==> src/rtl/memory_access_pkg.sv <==
// -----------------------------------------------------------------------------
// memory_access_pkg
//   Definitions shared by the MEM stage and its helpers.
//   - Bit positions of the {MemRead, MemWrite} control pair.
//   - MEM-stage FSM state encoding.
//   - Default data and cache-address widths.
//   - Helpers that decode the two-bit memory opcode.
// -----------------------------------------------------------------------------
package memory_access_pkg;

    localparam int MEM_RD_BIT = 1;
    localparam int MEM_WR_BIT = 0;

    localparam int DATA_W_DEF = 32;
    localparam int ADDR_W_DEF = 30;
    localparam int PERF_W_DEF = 32;

    typedef enum logic {
        S_IDLE = 1'b0,
        S_WAIT = 1'b1
    } mem_state_e;

    // MemRead has priority, so 2'b11 behaves as a plain load.
    function automatic logic op_is_read(input logic [1:0] mem);
        return mem[MEM_RD_BIT];
    endfunction

    function automatic logic op_is_write(input logic [1:0] mem);
        return mem[MEM_WR_BIT] & ~mem[MEM_RD_BIT];
    endfunction

endpackage

==> src/rtl/mem_perf_counter.sv <==
// -----------------------------------------------------------------------------
// mem_perf_counter
//   Saturating event counter used by the MEM stage performance monitors.
//   The module exists only when MEM_PERF_CNT_EN is defined.
//
//   Ports
//     clk    in   1       clock, rising edge
//     rst_n  in   1       asynchronous active-low reset, clears the count
//     en_i   in   1       count one event this cycle
//     cnt_o  out  PERF_W  current count; sticks at all-ones
// -----------------------------------------------------------------------------
`ifdef MEM_PERF_CNT_EN
module mem_perf_counter #(
    parameter int PERF_W = 32
) (
    input  logic              clk,
    input  logic              rst_n,
    input  logic              en_i,
    output logic [PERF_W-1:0] cnt_o
);

    logic [PERF_W-1:0] cnt_q;
    logic [PERF_W-1:0] cnt_d;

    always_comb begin
        cnt_d = cnt_q;
        if (en_i && (cnt_q != {PERF_W{1'b1}})) begin
            cnt_d = cnt_q + 1'b1;
        end
    end

    always_ff @(posedge clk or negedge rst_n) begin
        if (!rst_n) begin
            cnt_q <= '0;
        end else begin
            cnt_q <= cnt_d;
        end
    end

    assign cnt_o = cnt_q;

endmodule
`endif

==> src/rtl/memory_access.sv <==
// -----------------------------------------------------------------------------
// memory_access
//   MEM pipeline stage plus the MEM/WB register. It takes the EX/MEM outputs
//   (*_3) and runs the data-cache request/wait handshake. It stalls the
//   upstream stages while an access is outstanding. It also produces the
//   writeback/forwarding signals (*_5).
//
//   Optional feature macro: MEM_PERF_CNT_EN
//     Adds perf_access_cnt (completed accesses) and perf_stall_cnt (stalled
//     cycles). Both are saturating counters.
//
//   Ports
//     clk               in   1       clock, rising edge
//     rst_n             in   1       asynchronous active-low reset
//     WriteBack_3       in   1       EX/MEM register-write enable
//     Mem_3             in   2       {MemRead, MemWrite}
//     ALU_result_3      in   DATA_W  byte address (ld/st) or ALU result
//     writedata_3       in   DATA_W  store data
//     Rd_3              in   5       destination register
//     DCACHE_ren        out  1       cache read request
//     DCACHE_wen        out  1       cache write request
//     DCACHE_addr       out  ADDR_W  word address
//     DCACHE_wdata      out  DATA_W  store data to cache
//     DCACHE_rdata      in   DATA_W  load data
//     DCACHE_stall      in   1       cache busy
//     memory_stall      out  1       freeze upstream pipeline registers
//     WriteBack_5       out  1       MEM/WB register-write enable
//     Rd_5              out  5       MEM/WB destination register
//     writeback_data_5  out  DATA_W  MEM/WB result
//     perf_access_cnt   out  PERF_W  (MEM_PERF_CNT_EN only)
//     perf_stall_cnt    out  PERF_W  (MEM_PERF_CNT_EN only)
// -----------------------------------------------------------------------------
module memory_access
    import memory_access_pkg::*;
#(
    parameter int DATA_W = DATA_W_DEF,
    parameter int ADDR_W = ADDR_W_DEF,
    parameter int PERF_W = PERF_W_DEF
) (
    input  logic              clk,
    input  logic              rst_n,
    input  logic              WriteBack_3,
    input  logic [1:0]        Mem_3,
    input  logic [DATA_W-1:0] ALU_result_3,
    input  logic [DATA_W-1:0] writedata_3,
    input  logic [4:0]        Rd_3,
    output logic              DCACHE_ren,
    output logic              DCACHE_wen,
    output logic [ADDR_W-1:0] DCACHE_addr,
    output logic [DATA_W-1:0] DCACHE_wdata,
    input  logic [DATA_W-1:0] DCACHE_rdata,
    input  logic              DCACHE_stall,
    output logic              memory_stall,
`ifdef MEM_PERF_CNT_EN
    output logic [PERF_W-1:0] perf_access_cnt,
    output logic [PERF_W-1:0] perf_stall_cnt,
`endif
    output logic              WriteBack_5,
    output logic [4:0]        Rd_5,
    output logic [DATA_W-1:0] writeback_data_5
);

    mem_state_e        state_q;
    mem_state_e        state_d;

    logic              wb_q;
    logic [4:0]        rd_q;
    logic [DATA_W-1:0] data_q;

    logic              op_rd;
    logic              op_wr;
    logic              access_done;
    logic              unused_addr_bits;

    assign op_rd = op_is_read(Mem_3);
    assign op_wr = op_is_write(Mem_3);

    // The two low byte-address bits are not used by the word-addressed cache.
    assign unused_addr_bits = ^ALU_result_3[1:0];

    // Upstream is frozen during WAIT, so Mem_3 and the address stay stable.
    // The requests can therefore follow the *_3 inputs directly in both
    // states. Gating with rst_n forces the requests low while reset is
    // asserted, even before the clock runs.
    assign DCACHE_ren   = rst_n & op_rd;
    assign DCACHE_wen   = rst_n & op_wr;
    assign DCACHE_addr  = ALU_result_3[ADDR_W+1:2];
    assign DCACHE_wdata = writedata_3;

    assign access_done = (state_q == S_WAIT) && !DCACHE_stall;

    // Stall is combinational. An op is stalled in its IDLE cycle. In WAIT it
    // stalls for as long as the cache reports busy.
    always_comb begin
        memory_stall = 1'b0;
        state_d      = state_q;
        unique case (state_q)
            S_IDLE: begin
                if (op_rd || op_wr) begin
                    memory_stall = 1'b1;
                    state_d      = S_WAIT;
                end
            end
            S_WAIT: begin
                memory_stall = DCACHE_stall;
                if (!DCACHE_stall) begin
                    state_d = S_IDLE;
                end
            end
            default: begin
                state_d = S_IDLE;
            end
        endcase
        if (!rst_n) begin
            memory_stall = 1'b0;
        end
    end

    always_ff @(posedge clk or negedge rst_n) begin
        if (!rst_n) begin
            state_q <= S_IDLE;
        end else begin
            state_q <= state_d;
        end
    end

    // MEM/WB register: it holds while the stage is stalled.
    always_ff @(posedge clk or negedge rst_n) begin
        if (!rst_n) begin
            wb_q   <= 1'b0;
            rd_q   <= 5'd0;
            data_q <= '0;
        end else if (!memory_stall) begin
            wb_q   <= WriteBack_3;
            rd_q   <= Rd_3;
            data_q <= op_rd ? DCACHE_rdata : ALU_result_3;
        end
    end

    assign WriteBack_5      = wb_q;
    assign Rd_5             = rd_q;
    assign writeback_data_5 = data_q;

`ifdef MEM_PERF_CNT_EN
    mem_perf_counter #(
        .PERF_W (PERF_W)
    ) u_access_cnt (
        .clk   (clk),
        .rst_n (rst_n),
        .en_i  (access_done),
        .cnt_o (perf_access_cnt)
    );

    mem_perf_counter #(
        .PERF_W (PERF_W)
    ) u_stall_cnt (
        .clk   (clk),
        .rst_n (rst_n),
        .en_i  (memory_stall),
        .cnt_o (perf_stall_cnt)
    );
`else
    logic unused_access_done;
    assign unused_access_done = access_done;
`endif

endmodule

==> config.mk <==
export PLATFORM = sky130hd
export DESIGN_NAME = memory_access
export DESIGN_NICKNAME = d
export VERILOG_FILES = /design/src/rtl/memory_access_pkg.sv /design/src/rtl/mem_perf_counter.sv /design/src/rtl/memory_access.sv
export SDC_FILE = /design/constraint.sdc
export NUM_CORES = 1
export LEC_CHECK = 0
export ABC_AREA = 1
export BUFFER_PORTS_ARGS = -buffer_cell sky130_fd_sc_hd__buf_4
export CAP_MARGIN = 5
export CELL_PAD_IN_SITES_DETAIL_PLACEMENT = 0
export CELL_PAD_IN_SITES_GLOBAL_PLACEMENT = 2
export CORE_UTILIZATION = 19
export CTS_CLUSTER_SIZE = 12
export DETAILED_ROUTE_END_ITERATION = 16
export GPL_TIMING_DRIVEN = 1
export PLACE_DENSITY = 0.93
export SETUP_SLACK_MARGIN = 0.1
export SLEW_MARGIN = 30
export SYNTH_ARGS = -nofsm -noshare
export SYNTH_HDL_FRONTEND = slang
export SYNTH_SLANG_ARGS = --single-unit
==> constraint.sdc <==
create_clock -name clk -period 1.35 [get_ports clk]
set_input_delay 0.135 -clock clk [delete_from_list [all_inputs] [get_ports clk]]
set_output_delay 0.135 -clock clk [all_outputs]
set_load 0.01 [all_outputs]
=== After elaboration in Yosys (flattened, before gate mapping) ===
Cells that the tools add are included.
Widths: inputs -> output; s select.

* Register bits after elaboration: 39
* Bits in latches: 0
* Memory bits (writable): 0
* ROM bits: 0
* Input port bits: 107
* Output and inout bits: 103
* Word-level logic and storage cells: 16
* Memories: 0

* Add/sub/neg operators: 0
* $mul: 0
* Divide/modulo/power cells: 0
* Order comparisons: 0
* Equality and inequality tests: 0
* Shift-type cells: 0
* Mux-type cells: 6
* Bitwise logic cells: 5
* Reductions and logical operators: 1

{| class="wikitable"
|+ Operators by type and width
! operator !! count
|-
| $mux 32 || 1
|-
| $pmux 1 s2 || 2
|-
| $and 1x1->1 || 3
|-
| $mux 1 || 3
|-
| $not 1->1 || 2
|-
| $logic_or 1x1->1 || 1
|}

=== Depth between registers and ports, before layout ===
Gate-level depths: netlist of run 1.

* Word-level depth: 6
* Mapped depth: 7
* Depth with buffers taken out: 5

=== Worst setup path before layout of run 1 ===
OpenSTA, ideal clock, no wires.

* Path kind: register -> output
* From: reg state_q
* To: out memory_stall
* Arrival: 0.928 ns
* Data required time: 1.215 ns
* Setup slack: 0.287 ns
* Cell stages (with the launch flop): 6
* Path buffers: 2
* Cells stage by stage: dfrtp_1 > nand2_1 > nand3_2 > buf_4 > buf_6 > inv_1

* Cells in the longest elaborated chain, start to end: 3

{| class="wikitable"
|+ RTL lines
! element !! line !! source
|-
| start, declared || memory_access.sv:63 || <nowiki>mem_state_e state_q;</nowiki>
|-
| start signal, assigned || memory_access.sv:123 || <nowiki>state_q <= state_d;</nowiki>
|-
| $not 1->1 || -- ||
|-
| $pmux 1 s2 * || memory_access.sv:97 || <nowiki>unique case (state_q)</nowiki>
|-
| $mux 1 * || memory_access.sv:114 || <nowiki>if (!rst_n) begin</nowiki>
|-
| end, declared || memory_access.sv:53 || <nowiki>output logic memory_stall,</nowiki>
|}

Mark *: on every way between the ends. The rest lies on a longest branch, timed or not.

=== Worst setup path after layout of run 1 ===
Ends and elaborated chain as after synthesis.

==> results of run 1 <==
-- through the flow --
stage / hold WS [ns] / cells / util [%] / power [mW] / instance area [sq um]
after CTS: 0.04648 / 605 / 27.37 / 3.900 / 3610
after global routing: 0.06470 / 606 / 27.42 / 4.043 / 3617
final: 0.04874 / 606 / 27.42 / 3.832 / 3617
after detailed placement: -0.001122 / 594 / 25.69 / 2.467 / 3388
after floorplan: -0.1606 / 348 / - / 2.000 / 2556
after global placement: -0.001266 / 594 / 25.69 / 2.447 / 3388
-- cell families after synthesis --
family	after synthesis	synth area share, %
buffers and inverters	123	28.88
DFF	39	38.18
AOI/OAI and AO/OA	32	6.265
and+or+nand+nor	154	26.68
-- layout make-up --
class	instances	area share, %
inverter	37	3.839
sequential	39	26.98
multi-input combinational	186	23.56
clock buffer	6	3.839
clock inverter	2	0.9685
timing repair buffer	160	34.73
tap	176	6.088
-- worst min path at each step --
stage / endpoint / slack [ns] / cells past startpoint
after floorplan: Rd_5[0]$_DFFE_PN0N_ / -0.16 / 0
final: WriteBack_5$_DFFE_PN0N_ / 0.05 / 3
after detailed placement: writeback_data_5[23]$_DFFE_PN0N_ / -0.001 / 1
after global placement: writeback_data_5[23]$_DFFE_PN0N_ / -0.001 / 1
after global routing: WriteBack_5$_DFFE_PN0N_ / 0.06 / 3
after CTS: WriteBack_5$_DFFE_PN0N_ / 0.05 / 3
-- critical path, stage by stage, from the launching register on --
cell     delay, ns
dfrtp_1       0.39
nand2_2       0.13
nand3_4       0.10
inv_2         0.07
buf_4         0.11
-- sequential cells by signal, summed over array words and instances (netlist names) --
signal and cells:
state_q 1, WriteBack_5 1, Rd_5 5, writeback_data_5 32
-- cells in the final DEF (no fill, tap or decap) --
| cell | netlist | layout |
|---|---|---|
| clkinv_2 | 0 | 1 |
| nand4_1 | 38 | 38 |
| nand2_2 | 1 | 2 |
| o21ai_0 | 30 | 30 |
| buf_12 | 0 | 4 |
| clkbuf_16 | 0 | 5 |
| nor2_1 | 2 | 2 |
| clkbuf_8 | 0 | 1 |
| nand3_4 | 0 | 1 |
| o21ai_1 | 2 | 2 |
| bufinv_16 | 0 | 1 |
| buf_4 | 69 | 154 |
| dlygate4sd3_1 | 0 | 2 |
| nand2_1 | 112 | 111 |
| inv_2 | 0 | 1 |
| inv_1 | 37 | 36 |
| dfrtp_1 | 39 | 39 |
-- timing repair --
item	in CTS	in global routing
hold buffers	3	0
hold endpoints to repair	35	0
pin swaps	1	0
resized for setup	2	0
setup buffers	0	1
endpoints found under the setup margin	1	1
-- layer usage --
metal  routed length, um  track usage [%]  vias up
met5                   0                0        -
met4                  64            2.885        0
met3                 495            3.101       12
met2                3734            19.23      101
met1                3016            11.48     1106
li1                    -                -     1198
-- power by group through the flow --
stage                     Sequential, mW  Clock, mW  Combinational, mW
after floorplan                     1.48          0              0.520
after global placement              1.42          0               1.03
after detailed placement            1.43          0               1.04
after CTS                           1.41       1.43               1.07
after global routing                1.42       1.47               1.15
final                               1.40       1.39               1.04
==> report_table.html, run 1 <==
<table>
<tr><th>Metric</th><th>Value</th></tr>
<tr><th colspan="2">Status</th></tr>
<tr><td>Result of the run</td><td>completed</td></tr>
<tr><th colspan="2">STA</th></tr>
<tr><td>Share of the clock period used by the worst path after layout</td><td>89.60%</td></tr>
<tr><td>Hold violation total from the final report</td><td>0</td></tr>
<tr><td>Final sum of negative setup slack</td><td>0 ns</td></tr>
<tr><td>Setup skew after layout</td><td>0.007110 ns</td></tr>
<tr><td>Worst-case headroom to the max-slew limit</td><td>71.83%</td></tr>
<tr><td>Max Fclk</td><td>826.8 MHz</td></tr>
<tr><td>RSZ-0062 raised after global routing</td><td>false</td></tr>
<tr><td>Worst Max-Slew Pin Slew</td><td>0.4212 ns</td></tr>
<tr><td>Number of failing setup endpoints in the final timing report</td><td>0</td></tr>
<tr><td>Total count of max-transition violations in the final report</td><td>0</td></tr>
<tr><td>Final Critical Period</td><td>1.210 ns</td></tr>
<tr><td>Setup slack after layout</td><td>0.1405 ns</td></tr>
<tr><th colspan="2">Clock tree</th></tr>
<tr><td>Clock-pin slew on the worst setup and hold paths</td><td>0.06 ns</td></tr>
<tr><td>H-tree levels</td><td>2</td></tr>
<tr><td>Buffer cell driving the clock tree root</td><td>clkbuf_16</td></tr>
<tr><td>Max clock buf depth</td><td>2</td></tr>
<tr><td>TritonCTS clock tree</td><td>yes</td></tr>
<tr><td>Sink count of the clock tree</td><td>39</td></tr>
<tr><td>Total CTS buffers</td><td>5</td></tr>
<tr><td>Clock latency at the later pin of the worst-skew pair</td><td>0.28 ns</td></tr>
<tr><th colspan="2">Floorplanning</th></tr>
<tr><td>Number of rows in the core area</td><td>42</td></tr>
<tr><td>Area of the core</td><td>13190 sq um</td></tr>
<tr><td>Initial standard-cell utilization of the core</td><td>19.38%</td></tr>
<tr><td>Top-Level Pins</td><td>210</td></tr>
<tr><td>Die outline area</td><td>13920 sq um</td></tr>
<tr><td>Die height</td><td>118.0 um</td></tr>
<tr><td>X dimension of the die</td><td>118.0 um</td></tr>
<tr><th colspan="2">Synth</th></tr>
<tr><td>Avg Cell Area, Syn</td><td>7.345 sq um</td></tr>
<tr><td>Cell types with the highest counts after synthesis</td><td>nand2_1 (112), buf_4 (69), dfrtp_1 (39), nand4_1 (38), inv_1 (37)</td></tr>
<tr><td>Distinct cells, synth</td><td>15</td></tr>
<tr><td>Proportion of netlist area held by the largest area contributor</td><td>38.18%</td></tr>
<tr><td>Synth top area cells</td><td>dfrtp_1 (38%), buf_4 (20%), nand2_1 (16%)</td></tr>
<tr><td>Post-Syn Instances</td><td>348</td></tr>
<tr><td>Async S/R FF share, synth</td><td>100.0%</td></tr>
<tr><td>Fraction of the yosys area taken by sequential cells</td><td>38.18%</td></tr>
<tr><td>Number of register bits inferred by synthesis</td><td>39</td></tr>
<tr><td>EDFF count, synth</td><td>0</td></tr>
<tr><td>Number of warnings printed during yosys synthesis</td><td>0</td></tr>
<tr><td>Yosys top cell by area</td><td>dfrtp_1</td></tr>
<tr><td>Synthesized Nets</td><td>455</td></tr>
<tr><td>Area of the mapped netlist</td><td>2556 sq um</td></tr>
<tr><td>Most used standard cell by instance count after synthesis</td><td>nand2_1</td></tr>
<tr><td>Synth Flop Type</td><td>dfrtp_1</td></tr>
<tr><th colspan="2">Detailed routing</th></tr>
<tr><td>Initial drt markers</td><td>113</td></tr>
<tr><td>Count of antenna-violating nets left after detailed routing</td><td>0</td></tr>
<tr><td>Overall routed net length</td><td>7.312 mm</td></tr>
<tr><td>Total number of vias</td><td>2417</td></tr>
<tr><td>Average wire per cell in the routed design</td><td>12.07 um</td></tr>
<tr><td>Drt pass-1 iters</td><td>4</td></tr>
<tr><td>Post-detailed-route via-to-cell ratio</td><td>3.988</td></tr>
<tr><td>Residual DRC count</td><td>0</td></tr>
<tr><th colspan="2">Critical path</th></tr>
<tr><td>Reg-to-Reg End</td><td>writeback_data_5[8]$_DFFE_PN0N_</td></tr>
<tr><td>End point of the critical path</td><td>memory_stall</td></tr>
<tr><td>Number of cells on the worst reg-to-reg path</td><td>6</td></tr>
<tr><td>FF-to-FF setup slack</td><td>0.23 ns</td></tr>
<tr><td>Critical path origin</td><td>state_q$_DFF_PN0_</td></tr>
<tr><td>Kind of critical path</td><td>register to output pin</td></tr>
<tr><td>Maximum fanout count along the critical path</td><td>4</td></tr>
<tr><td>Critical Path RT</td><td>1.22 ns</td></tr>
<tr><td>Arrival @ worst endpoint</td><td>1.07 ns</td></tr>
<tr><td>Critical path launch point type</td><td>register</td></tr>
<tr><td>Worst Setup End Kind</td><td>output pin</td></tr>
<tr><td>Worst flop-to-flop path startpoint</td><td>state_q$_DFF_PN0_</td></tr>
<tr><th colspan="2">Global route</th></tr>
<tr><td>Largest net degree at the start of global routing</td><td>40</td></tr>
<tr><td>Global-route usage over all layers</td><td>10.43%</td></tr>
<tr><td>Antenna violations before repair</td><td>0</td></tr>
<tr><td>Total congestion overflow</td><td>0</td></tr>
<tr><td>Via count of the first global-routing pass</td><td>2401</td></tr>
<tr><td>Wire length of the first global-routing pass</td><td>11.65 mm</td></tr>
<tr><th colspan="2">Pwr</th></tr>
<tr><td>Power spent charging and discharging nets</td><td>1.063 mW</td></tr>
<tr><td>Internal power contribution</td><td>2.770 mW</td></tr>
<tr><td>Power density over cell area</td><td>1060 nW/um^2</td></tr>
<tr><td>Share of total power consumed by net switching</td><td>27.72%</td></tr>
<tr><td>Clock power frac</td><td>36.1%</td></tr>
<tr><td>Sequential share of power</td><td>36.6%</td></tr>
<tr><td>Maximum vdd ir drop</td><td>395.5 uV</td></tr>
<tr><td>Leak pwr</td><td>2.012 nW</td></tr>
<tr><td>Combinational Power Share</td><td>27.2%</td></tr>
<tr><th colspan="2">Run</th></tr>
<tr><td>MaxCap Viol Count</td><td>0</td></tr>
<tr><th colspan="2">Placement</th></tr>
<tr><td>Quantity of I/O buffers inserted on ports</td><td>145</td></tr>
<tr><td>Worst slack, placed</td><td>0.2655 ns</td></tr>
<tr><td>Global placer's final weighted congestion</td><td>0.6700</td></tr>
<tr><td>Half-perimeter wire length after placement</td><td>5.321 mm</td></tr>
<tr><th colspan="2">Layout</th></tr>
<tr><td>Footprint of the flip-flops and latches</td><td>975.9 sq um</td></tr>
<tr><td>Antenna diode count</td><td>0</td></tr>
<tr><td>Syn-to-layout area delta</td><td>41.51%</td></tr>
<tr><td>Multi-input logic area</td><td>852.1 sq um</td></tr>
<tr><td>Number of inserted filler cells in the final layout</td><td>1428</td></tr>
<tr><td>Fraction of final layout cells with drive strength greater than 1</td><td>39.53%</td></tr>
<tr><td>Nets</td><td>536</td></tr>
<tr><th colspan="2">Hold path</th></tr>
<tr><td>Worst hold start</td><td>WriteBack_3</td></tr>
<tr><td>Hold/Removal Path Class</td><td>input pin to register</td></tr>
</table>
Note: power is estimated with default switching activity, not from simulation.
==> run 2, diff against run 1 <==
--- a/config.mk
+++ b/config.mk
@@ -14,7 +14,7 @@
 export CTS_CLUSTER_SIZE = 12
 export DETAILED_ROUTE_END_ITERATION = 16
 export GPL_TIMING_DRIVEN = 1
-export PLACE_DENSITY = 0.93
+export PLACE_DENSITY_LB_ADDON = 0.12
 export SETUP_SLACK_MARGIN = 0.1
 export SLEW_MARGIN = 30
 export SYNTH_ARGS = -nofsm -noshare
==> run 2 against run 1 <==
Against the previous run: the run now ends with negative hold slack left; critical path depth increased by 1; sequential share of layout area increased by 0.23 points; via count decreased by 1.4%; worst hold slack got worse by 0.050 ns; first-iteration DRC count decreased by 4.4%; non-clock buffer count increased by 2; utilization decreased by 0.23 points; global-route usage increased by 0.65 points; clock power decreased by 10%; die area unchanged; wire length increased by 7.1%; largest cell class unchanged; largest power group unchanged; highest routed layer unchanged.
==> report_table.html, run 2 (synthesis results as in run 1) <==
<table>
<tr><th>Metric</th><th>Value</th></tr>
<tr><th colspan="2">Status</th></tr>
<tr><td>Result of the run</td><td>finished with violations (was completed)</td></tr>
<tr><td>Failing checks</td><td>negative hold slack</td></tr>
<tr><th colspan="2">STA</th></tr>
<tr><td>Final Hold Slack</td><td>-0.0009923 ns (was 0.04874 ns)</td></tr>
<tr><td>RSZ-0062 raised after global routing</td><td>true (was false)</td></tr>
<tr><td>Final sum of negative setup slack</td><td>0 ns (unchanged)</td></tr>
<tr><td>Worst-case headroom to the max-slew limit</td><td>71.28% (was 71.83%)</td></tr>
<tr><td>Setup skew after layout</td><td>0.003346 ns (was 0.007110 ns)</td></tr>
<tr><td>Worst Max-Slew Pin Slew</td><td>0.4294 ns (was 0.4212 ns)</td></tr>
<tr><td>Total count of max-transition violations in the final report</td><td>0 (unchanged)</td></tr>
<tr><td>Share of the clock period used by the worst path after layout</td><td>88.13% (was 89.60%)</td></tr>
<tr><td>Hold violation total from the final report</td><td>1 (was 0)</td></tr>
<tr><td>Max Fclk</td><td>840.5 MHz (was 826.8 MHz)</td></tr>
<tr><td>Final Critical Period</td><td>1.190 ns (was 1.210 ns)</td></tr>
<tr><td>Number of failing setup endpoints in the final timing report</td><td>0 (unchanged)</td></tr>
<tr><th colspan="2">Critical path</th></tr>
<tr><td>Worst Setup End Kind</td><td>output pin (unchanged)</td></tr>
<tr><td>Critical Path RT</td><td>1.22 ns (about the same)</td></tr>
<tr><td>Slowest-stage cell, CP</td><td>dfrtp_1 (unchanged)</td></tr>
<tr><td>Critical path launch point type</td><td>register (unchanged)</td></tr>
<tr><td>Max incr delay on CP</td><td>0.38 ns (was 0.39 ns)</td></tr>
<tr><td>Cell chain of the critical path</td><td>inv_1 &gt; nand2_2 &gt; nand3_4 &gt; inv_2 &gt; buf_6 (was nand2_2 &gt; nand3_4 &gt; inv_2 &gt; buf_4)</td></tr>
<tr><td>Kind of critical path</td><td>register to output pin (unchanged)</td></tr>
<tr><td>Arrival @ worst endpoint</td><td>1.05 ns (was 1.07 ns)</td></tr>
<tr><td>Maximum fanout count along the critical path</td><td>3 (was 4)</td></tr>
<tr><td>Number of cells on the worst reg-to-reg path</td><td>7 (was 6)</td></tr>
<tr><td>FF-to-FF setup slack</td><td>0.18 ns (was 0.23 ns)</td></tr>
<tr><th colspan="2">Clock tree</th></tr>
<tr><td>Buffer cell driving the clock tree root</td><td>clkbuf_16 (unchanged)</td></tr>
<tr><td>Max clock buf depth</td><td>2 (unchanged)</td></tr>
<tr><td>Clock latency at the later pin of the worst-skew pair</td><td>0.27 ns (was 0.28 ns)</td></tr>
<tr><td>TritonCTS clock tree</td><td>yes (unchanged)</td></tr>
<tr><td>Total CTS buffers</td><td>5 (unchanged)</td></tr>
<tr><td>Clock-pin slew on the worst setup and hold paths</td><td>0.06 ns (about the same)</td></tr>
<tr><td>Sink count of the clock tree</td><td>39 (unchanged)</td></tr>
<tr><td>H-tree levels</td><td>2 (unchanged)</td></tr>
<tr><th colspan="2">Detailed routing</th></tr>
<tr><td>Length of routed met2 wiring</td><td>3.527 mm (was 3.734 mm)</td></tr>
<tr><td>Count of antenna-violating nets left after detailed routing</td><td>0 (unchanged)</td></tr>
<tr><td>Routed length on met3</td><td>615 um (was 495 um)</td></tr>
<tr><td>Initial drt markers</td><td>108 (was 113)</td></tr>
<tr><td>Residual DRC count</td><td>0 (unchanged)</td></tr>
<tr><td>Drt pass-1 iters</td><td>4 (unchanged)</td></tr>
<tr><td>Met1 WL</td><td>3.651 mm (was 3.016 mm)</td></tr>
<tr><td>Overall routed net length</td><td>7.831 mm (was 7.312 mm)</td></tr>
<tr><td>Average wire per cell in the routed design</td><td>12.88 um (was 12.07 um)</td></tr>
<tr><td>Top routing layer used</td><td>met4 (unchanged)</td></tr>
<tr><td>Post-detailed-route via-to-cell ratio</td><td>3.921 (was 3.988)</td></tr>
<tr><td>Total number of vias</td><td>2384 (was 2417)</td></tr>
<tr><th colspan="2">Global route</th></tr>
<tr><td>Largest net degree at the start of global routing</td><td>51 (was 40)</td></tr>
<tr><td>Total congestion overflow</td><td>0 (unchanged)</td></tr>
<tr><td>Via count of the first global-routing pass</td><td>2279 (was 2401)</td></tr>
<tr><td>Antenna violations before repair</td><td>0 (unchanged)</td></tr>
<tr><td>Global-route usage over all layers</td><td>11.08% (was 10.43%)</td></tr>
<tr><td>Wire length of the first global-routing pass</td><td>12.18 mm (was 11.65 mm)</td></tr>
<tr><th colspan="2">Hold path</th></tr>
<tr><td>Hold/Removal Path Class</td><td>input pin to asynchronous set/reset pin (was input pin to register)</td></tr>
<tr><th colspan="2">Placement</th></tr>
<tr><td>Post-DP Area</td><td>3371 sq um (was 3388 sq um)</td></tr>
<tr><td>Global placer's final weighted congestion</td><td>0.7165 (was 0.6700)</td></tr>
<tr><td>Half-perimeter wire length after placement</td><td>5.588 mm (was 5.321 mm)</td></tr>
<tr><td>Quantity of I/O buffers inserted on ports</td><td>145 (unchanged)</td></tr>
<tr><th colspan="2">Pwr</th></tr>
<tr><td>Power spent charging and discharging nets</td><td>1.069 mW (was 1.063 mW)</td></tr>
<tr><td>Maximum vdd ir drop</td><td>509.1 uV (was 395.5 uV)</td></tr>
<tr><td>Internal power contribution</td><td>2.634 mW (was 2.770 mW)</td></tr>
<tr><td>Share of total power consumed by net switching</td><td>28.87% (was 27.72%)</td></tr>
<tr><td>Clock power frac</td><td>33.8% (was 36.1%)</td></tr>
<tr><td>Leak pwr</td><td>1.997 nW (was 2.012 nW)</td></tr>
<tr><td>Combinational Power Share</td><td>28.3% (was 27.2%)</td></tr>
<tr><td>Sequential share of power</td><td>37.9% (was 36.6%)</td></tr>
<tr><td>Power density over cell area</td><td>1032 nW/um^2 (was 1060 nW/um^2)</td></tr>
<tr><th colspan="2">Layout</th></tr>
<tr><td>Cell area after layout</td><td>3587 sq um (was 3617 sq um)</td></tr>
<tr><td>Footprint of the flip-flops and latches</td><td>975.9 sq um (unchanged)</td></tr>
<tr><td>Nets</td><td>538 (was 536)</td></tr>
<tr><td>Multi-input logic area</td><td>852.1 sq um (unchanged)</td></tr>
<tr><td>Antenna diode count</td><td>0 (unchanged)</td></tr>
<tr><td>Flip-flop count of the largest register, all copies and words added</td><td>32 (unchanged)</td></tr>
<tr><td>Most common cell after layout, fill and taps aside</td><td>buf_4 (unchanged)</td></tr>
<tr><td>Number of inserted filler cells in the final layout</td><td>1494 (was 1428)</td></tr>
<tr><td>Syn-to-layout area delta</td><td>40.33% (was 41.51%)</td></tr>
<tr><td>Fraction of final layout cells with drive strength greater than 1</td><td>39.35% (was 39.53%)</td></tr>
<tr><td>Highest-count cells in the layout ignoring fill and taps</td><td>buf_4 (156), nand2_1 (111), dfrtp_1 (39) (was buf_4 (154), nand2_1 (111), dfrtp_1 (39))</td></tr>
<tr><th colspan="2">Floorplanning</th></tr>
<tr><td>X dimension of the die</td><td>118.0 um (unchanged)</td></tr>
<tr><td>Number of rows in the core area</td><td>42 (unchanged)</td></tr>
<tr><td>Die height</td><td>118.0 um (unchanged)</td></tr>
<tr><td>Die outline area</td><td>13920 sq um (unchanged)</td></tr>
<tr><td>Initial standard-cell utilization of the core</td><td>19.38% (unchanged)</td></tr>
<tr><td>Top-Level Pins</td><td>210 (unchanged)</td></tr>
<tr><td>Area of the core</td><td>13190 sq um (unchanged)</td></tr>
<tr><th colspan="2">Run</th></tr>
<tr><td>MaxCap Viol Count</td><td>0 (unchanged)</td></tr>
</table>
run 2: cell types whose count changed in the layout (fill, tap and decap cells not counted):
cell	delta
buf_4	+2
buf_12	-3
clkinv_2	-1
dlygate4sd3_1	+1
bufinv_16	-1
buf_6	+2
clkbuf_8	+1
clkbuf_1	+1
run 2: final timing paths:
check,startpoint,to
worst max-delay path,state_q$_DFF_PN0_,memory_stall
worst min-delay path,rst_n,Rd_5[4]$_DFFE_PN0N_
worst max register to register,state_q$_DFF_PN0_,writeback_data_5[6]$_DFFE_PN0N_
worst min register to register,writeback_data_5[19]$_DFFE_PN0N_,writeback_data_5[19]$_DFFE_PN0N_
max in group asynchronous,rst_n,writeback_data_5[25]$_DFFE_PN0N_
min in group clk,Rd_3[4],Rd_5[4]$_DFFE_PN0N_
run 2: stage by stage:
stage	setup slack, ns	util [%]	power [mW]	hold WS, ns	cells
5_1_grt	0.09371	27.20	3.939	0.03455	608
3_3_place_gp	0.2581	25.55	2.474	0.0007554	595
6_report	0.1602	27.20	3.703	-0.0009923	608
3_5_place_dp	0.2196	25.55	2.476	-0.001299	595
2_1_floorplan	0.2867	-	2.000	-0.1606	348
4_1_cts	0.1052	27.14	3.795	0.003580	608
run 2: routing by layer:
| layer | global-route usage (%) | up-vias |
|---|---|---|
| met4 | 1.923 | 0 |
| li1 | - | 1199 |
| met5 | 0 | - |
| met1 | 14.53 | 1086 |
| met2 | 17.90 | 91 |
| met3 | 3.537 | 8 |
run 2: power by group through the flow:
stage               logic (mW)  registers, mW  clock network [mW]
floorplan                0.520           1.48                   0
global placement          1.06           1.42                   0
detailed placement        1.05           1.42                   0
CTS                       1.08           1.40                1.31
global route              1.17           1.42                1.35
finish                    1.05           1.40                1.25
run 2: critical path, delay by kind of cell, from the launching register on:
| kind | cells | cell delay, ns |
|---|---|---|
| AND/OR/NAND/NOR | 2 | 0.16 |
| flip-flops | 1 | 0.38 |
| buffers and inverters | 3 | 0.23 |
run 2: final cells by class:
cell class	instances	area share, %
multi-input combinational	186	23.75
clock buffer	8	4.360
tap	176	6.139
sequential	39	27.21
timing repair buffer	162	34.67
inverter	37	3.872
run 2: what timing repair did:
action	CTS	global route
setup endpoints to repair	1	12
hold buffers	3	0
gates resized for setup	2	2
hold endpoints to repair	5	0
buffers inserted	2	0
